$ cat src/rtl/display_scan_4dig.sv
// Four-digit multiplexed BCD display scanner with per-slot anode blanking,
// frame-synchronous data update and optional leading-zero suppression.
module display_scan_4dig #(
    parameter int PRESCALE  = 50000,
    parameter int BLANK_CYC = 500
) (
    input  logic        clk,
    input  logic        rst_n,
    input  logic        en,
    input  logic        load,
    input  logic [15:0] digits_in,
    input  logic        lz_en,
    output logic        bcd_d,
    output logic        bcd_c,
    output logic        bcd_b,
    output logic        bcd_a,
    output logic [3:0]  an,
    output logic        frame_done
);

    localparam int CNT_W = (PRESCALE > 1) ? $clog2(PRESCALE) : 1;
    localparam logic [CNT_W-1:0] CNT_MAX = CNT_W'(PRESCALE - 1);

    logic [CNT_W-1:0] cnt_reg, cnt_next;
    logic [1:0]       idx_reg, idx_next;
    logic [15:0]      hold_reg, hold_next;
    logic [15:0]      disp_reg, disp_next;
    logic             pend_reg, pend_next;
    logic             load_q_reg;
    logic [3:0]       an_reg, an_next;
    logic [3:0]       bcd_reg, bcd_next;
    logic             frame_done_reg, frame_done_next;

    logic             tick;
    logic             boundary;
    logic             capture;
    logic             in_blank;
    logic [3:0]       zero_from;
    logic [3:0]       suppress;

    generate
        if (BLANK_CYC == 0) begin : g_blank_none
            assign in_blank = 1'b0;
        end else begin : g_blank
            assign in_blank = cnt_reg < CNT_W'(BLANK_CYC);
        end
    endgenerate

    // A digit is blank-able when it and every more significant nibble are zero.
    genvar gi;
    generate
        for (gi = 0; gi < 4; gi++) begin : g_digit
            assign zero_from[gi] = (disp_reg[15:gi*4] == '0);
            if (gi == 0) begin : g_lsd
                assign suppress[gi] = 1'b0;
            end else begin : g_upper
                assign suppress[gi] = lz_en && zero_from[gi];
            end
        end
    endgenerate

    always_comb begin
        tick     = en && (cnt_reg == CNT_MAX);
        boundary = tick && (idx_reg == 2'd3);
        capture  = load && !load_q_reg;

        cnt_next = cnt_reg;
        idx_next = idx_reg;
        if (en) begin
            if (tick) begin
                cnt_next = '0;
                idx_next = idx_reg + 2'd1;
            end else begin
                cnt_next = cnt_reg + CNT_W'(1);
            end
        end

        // Copy uses the old holding value, so a coincident load stays pending.
        hold_next = hold_reg;
        disp_next = disp_reg;
        pend_next = pend_reg;
        if (pend_reg && (boundary || !en)) begin
            disp_next = hold_reg;
            pend_next = 1'b0;
        end
        if (capture) begin
            hold_next = digits_in;
            pend_next = 1'b1;
        end

        bcd_next = en ? disp_reg[{idx_reg, 2'b00} +: 4] : bcd_reg;
        an_next  = 4'b1111;
        if (en && !in_blank && !suppress[idx_reg]) begin
            an_next[idx_reg] = 1'b0;
        end
        frame_done_next = boundary;
    end

    always_ff @(posedge clk or negedge rst_n) begin
        if (!rst_n) begin
            cnt_reg        <= '0;
            idx_reg        <= 2'd0;
            hold_reg       <= 16'h0000;
            disp_reg       <= 16'h0000;
            pend_reg       <= 1'b0;
            load_q_reg     <= 1'b0;
            an_reg         <= 4'b1111;
            bcd_reg        <= 4'b0000;
            frame_done_reg <= 1'b0;
        end else begin
            cnt_reg        <= cnt_next;
            idx_reg        <= idx_next;
            hold_reg       <= hold_next;
            disp_reg       <= disp_next;
            pend_reg       <= pend_next;
            load_q_reg     <= load;
            an_reg         <= an_next;
            bcd_reg        <= bcd_next;
            frame_done_reg <= frame_done_next;
        end
    end

    assign {bcd_d, bcd_c, bcd_b, bcd_a} = bcd_reg;
    assign an         = an_reg;
    assign frame_done = frame_done_reg;

endmodule

$ cat config.mk
export PLATFORM = sky130hd
export DESIGN_NAME = display_scan_4dig
export DESIGN_NICKNAME = d
export VERILOG_FILES = /design/src/rtl/display_scan_4dig.sv
export SDC_FILE = /design/constraint.sdc
export NUM_CORES = 1
export LEC_CHECK = 0
export CAP_MARGIN = 20
export CORE_UTILIZATION = 55
export CTS_BUF_LIST = sky130_fd_sc_hd__clkbuf_16
export CTS_CLUSTER_DIAMETER = 120
export CTS_CLUSTER_SIZE = 24
export DETAILED_ROUTE_END_ITERATION = 10
export PLACE_DENSITY = 0.78
export SYNTH_ARGS = -nofsm -noshare
export SYNTH_HDL_FRONTEND = slang
export SYNTH_SLANG_ARGS = --single-unit
$ cat constraint.sdc
create_clock -name clk -period 5.9 [get_ports clk]
set_input_delay 1.18 -clock clk [delete_from_list [all_inputs] [get_ports clk]]
set_output_delay 1.18 -clock clk [all_outputs]
set_load 0.1 [all_outputs]
Word-level counts from Yosys, hierarchy flattened
Index checks and enable logic that the tools add are counted.
- input bits: 21
- output and inout port bits: 9
- memories: 0
- register bits after elaboration: 61
- RAM bits: 0
- memory bits (read-only): 0
- logic and storage cells: 46
- bits in latches: 0
- add/subtract/negate cells: 2
- equality and inequality tests: 2
- multipliers: 0
- reductions and logical operators: 20
- bitwise logic cells: 1
- div/mod/pow operators: 0
- shifts and indexed selects: 1
- order comparisons: 3
- muxes and demuxes: 8
- operators with widths (kind ; count):
    $add A16 B1 Y16 const B ; 1
    $eq A16 B16 Y1 const B ; 1
    $lt A16 B9 Y1 const B ; 1
    $mux W16 ; 1
    $shiftx A16 B5 Y4 ; 1
    $logic_not A12 Y1 ; 1
    $logic_and A1 B1 Y1 ; 10
    $logic_not A8 Y1 ; 1
    $logic_not A1 Y1 ; 4
    $logic_not A4 Y1 ; 1
    $mux W1 ; 4
    $mux W4 ; 1
    $not A4 Y4 ; 1
    $lt A2 B3 Y1 const B ; 1
    $add A2 B1 Y2 const B ; 1
    $bmux W1 S2 ; 1
    $demux W1 S2 ; 1
    $eq A2 B2 Y1 const B ; 1
    $ge A2 B1 Y1 const B ; 1
    $reduce_and A2 Y1 ; 1
    $reduce_bool A2 Y1 ; 1
    $logic_or A1 B1 Y1 ; 1

Depth between registers and ports, before layout
- depth after elaboration: 7
- gate-level depth with buffers: 7
- gate-level depth less buffers: 5

Worst setup path before layout
No wires, ideal clock.
- kind: input port to flip-flop
- from: input en
- to: register disp_reg[10]
- data arrival time: 2446 ps
- library setup time: 127 ps
- data required time: 5773 ps
- buffers on the path: 2
- setup slack: 3327 ps
- stages on the path: 6
- cell sequence: nand4_1 > nor4_4 > a31o_1 > buf_4 > buf_6 > mux2_1
- cells in the longest elaborated chain, start to end: 4
- elaborated cells between the ends (all ways): 5
- those cells by class: reduce/logical: 5
- RTL lines (what ; line ; source):
    from (decl) ; 9 ; input logic en,
    $logic_and A1 B1 Y1 ; 63 ; tick = en && (cnt_reg == CNT_MAX);
    $logic_and A1 B1 Y1 ; 64 ; boundary = tick && (idx_reg == 2'd3);
    $logic_or A1 B1 Y1 * ; 82 ; if (pend_reg && (boundary || !en)) begin
    $logic_and A1 B1 Y1 * ; 82 ;
    to (signal assigned) ; 114 ; disp_reg <= disp_next;
    to (decl) ; 27 ; logic [15:0] disp_reg, disp_next;
Every way passes the cells marked *; elsewhere a longest branch is shown, timed or not.
A chain may end at the register's enable or synchronous reset.

Worst setup path in the final report
- from: input en
- to: register disp_reg[2]
Same word-level chain as after synthesis.

==> metrics <==
hold crit path type=reg2reg; Max stage delay on crit path=around 800 ps; net count after synthesis=~220; Die Span Y=between 70 and 80 um; via count of the first global-routing pass=between 1,500 and 2,000; number of instances in the synthesized netlist=192; total of flip-flops plus latches after synthesis=between 60 and 70; maximum clock frequency=around 0.25 GHz; finished layout cell area=0.00323 mm2; Post-DP Area=0.00298 mm2; layout-stage area growth over the synthesis result=21.9%; worst-path cell chain=clkdlybuf4s50_1, nand4_1, nor4_4, a31o_1, mux2_2; antenna violations before repair=0; maximum vdd drop=0.000303 V; power density over the cells=~380 mW/mm2; H-Tree Level Count=3; remaining max-slew budget at the tightest pin=roughly a third; Synth top area share=53.9%; worst path required time=between 6000 and 7000 ps; hold violation total from the final report=0; number of antenna repair diodes=0; layout cells sized above 1=approximately 22%; Die Footprint=between 0.005 and 0.006 mm2; Clock Skew=~4.4 ps; final-stage net count=about 250; Die X-Extent=around 71 um; Boundary Pins=30; final weighted congestion of routability-driven global placement=0.872; Post-DRT Antenna Nets=0; Clock Latency Late Sink=between 300 and 400 ps; top area cells in the synthesized netlist=dfrtp_1 (54%), mux2_2 (11%), mux2_1 (4.3%); GRT Overall Usage=between 20% and 30%; post-CTS sizing=0; critical path arrival=between 4000 and 5000 ps; number of pins with negative max-slew slack in the final report=0; wire length of the first global-routing pass=approximately 8900 um; CTS tree=done; Crit Path Class=in2reg; buffers added on ports=29; slowest stage cell, crit path=clkdlybuf4s50_1; average size of a mapped cell=13.8 um2; number of vias in the routed layout=1,669; Period Utilization, post-route=between 60% and 70%; clock slew at the register clock pins of the worst setup and hold paths=around 50 ps; Maximum Capacitance Violations=0; Avg WL per Cell=18.2 um; sum of overflow across all layers after global routing=0; Post-Route M1 WL=around 2200 um; startpoint class of the critical path=input port; Std-Cell Core Area=0.00447 mm2; # rows=24; min cycle time layout=roughly 4000 ps; Setup violations, final=0; total met3 wirelength after detailed routing=about 170 um; deepest clock path buffer count=2; unrepaired setup endpoints after global routing=false; Final Instance Count excl. Fillers=roughly 280; Clock Sink Count=just over 60; Sum Neg Setup Slack=0 ps; leakage power=roughly 0.0014 uW; iteration count of the initial detailed-routing pass=4; topmost layer with routed signal wires=met4; mean number of vias per cell=about 5.9; HPWL reported at the end of detailed placement=roughly 3500 um; pin count of the biggest net entering global routing=62; root buffer cell=clkbuf_16; count of different cell masters after synthesis=40; Yosys warning count=0; met2 wirelength from detailed routing=roughly 2800 um; placed cell count=approximately 270; total detailed-routing wirelength=between 5000 and 6000 um; post-synth top area cell=dfrtp_1; outcome=complete, no violations; Slew @ Worst Pin=~980 ps; effective utilization at floorplan=between 50% and 60%; element type at the critical path end=flip-flop; final routed DRC violation total=0; CTS hold repair buffers=0; number of buffers inserted by post-CTS setup repair=0; DRC violation total after the first TritonRoute iteration=~140; Synth Cell Area=around 0.0026 mm2; number of buffers created by CTS=9; sequential element share of the synthesized area=~58%; Crit Path Max Fanout=16
## final cells by class
cell class	instances	area, um2
Sequential cell	61	1530
Clock buffer	9	225
Timing Repair Buffer	31	300
Fill cell	277	1250
Tap cell	52	65.1
Multi-Input combinational cell	122	1070
Inverter	3	11.3
Clock inverter	6	23.8
## cells in the mapped netlist (all sizes together)
cell / count
ha: 5
and3b: 1
nor4: 4
o21ai: 4
and3: 2
xnor2: 9
o22ai: 1
nand3: 6
a31o: 1
a21oi: 2
a21boi: 1
dfrtp: 57
and2: 2
xor2: 3
nor2: 5
clkbuf: 3
o211ai: 2
or4b: 2
and4: 3
nand2b: 3
nor2b: 2
nor3: 3
mux2: 36
nand4: 7
mux4: 4
a21o: 1
or3: 1
mux2i: 1
buf: 3
inv: 3
nand2: 8
or4: 2
o21bai: 1
dfstp: 4
## worst max-delay path, delay by kind of cell
family / cells / cell delay (ps)
multiplexers: 1 / 410
buffers and inverters: 1 / 800
AO/OA/AOI/OAI: 1 / 700
AND/OR/NAND/NOR: 2 / 1080
## routing by layer
metal / track usage [%] / up-vias
met3: 4.50 / 6
met2: 40.2 / 42
met1: 28.7 / 855
met4: 10.7 / 0
met5: 0 / -
li1: - / 766
## report_power, final
part	switching, uW	internal [uW]	total [uW]
logic	126	102	228
registers	70.6	496	567
clock network	162	272	434
## placed cells by master, fill, tap and decap left out, types with 5 or more instances in the layout
cell type / count
clkdlybuf4s50_1: 28
nand3_1: 6
nor2_1: 5
clkbuf_16: 9
nand4_1: 7
inv_1: 5
mux2_2: 26
xnor2_1: 9
ha_1: 5
nand2_1: 8
dfrtp_1: 57
mux2_1: 10
## per-stage QoR
| step | worst slack, ps | power, uW | hold WS (ps) | utilization (%) |
|---|---|---|---|---|
| after floorplan | 3330 | 714 | 460 | - |
| after global placement | 1810 | 782 | 472 | 66.6 |
| after detailed placement | 1670 | 795 | 484 | 66.6 |
| after CTS | 1950 | 1240 | 494 | 72.1 |
| after global routing | 1740 | 1280 | 508 | 72.1 |
| final | 1930 | 1230 | 493 | 72.1 |
## final timing paths
| kind | from | end | slack, ps | cells past startpoint |
|---|---|---|---|---|
| worst max-delay path | en | disp_reg[2] | 1930 | 5 |
| worst min-delay path | hold_reg[12] | disp_reg[12] | 490 | 1 |
| worst max register to register | cnt_reg[12] | disp_reg[2] | 2960 | 4 |
| worst min register to register | hold_reg[12] | disp_reg[12] | 490 | 1 |
| max in group asynchronous | rst_n | hold_reg[7] | 4390 | 2 |
| min in group asynchronous | rst_n | cnt_reg[9] | 1000 | 2 |
## kinds of logic after synthesis
logic type / synth area share (%)
buffers and inverters: 1.70
AND/OR/NAND/NOR: 11.9
flip-flops: 57.9
XOR/XNOR: 3.97
AO/OA/AOI/OAI: 3.12
multiplexers: 19.1
adder cells (fa/ha/maj): 2.36
(Power assumes the default switching activity.)
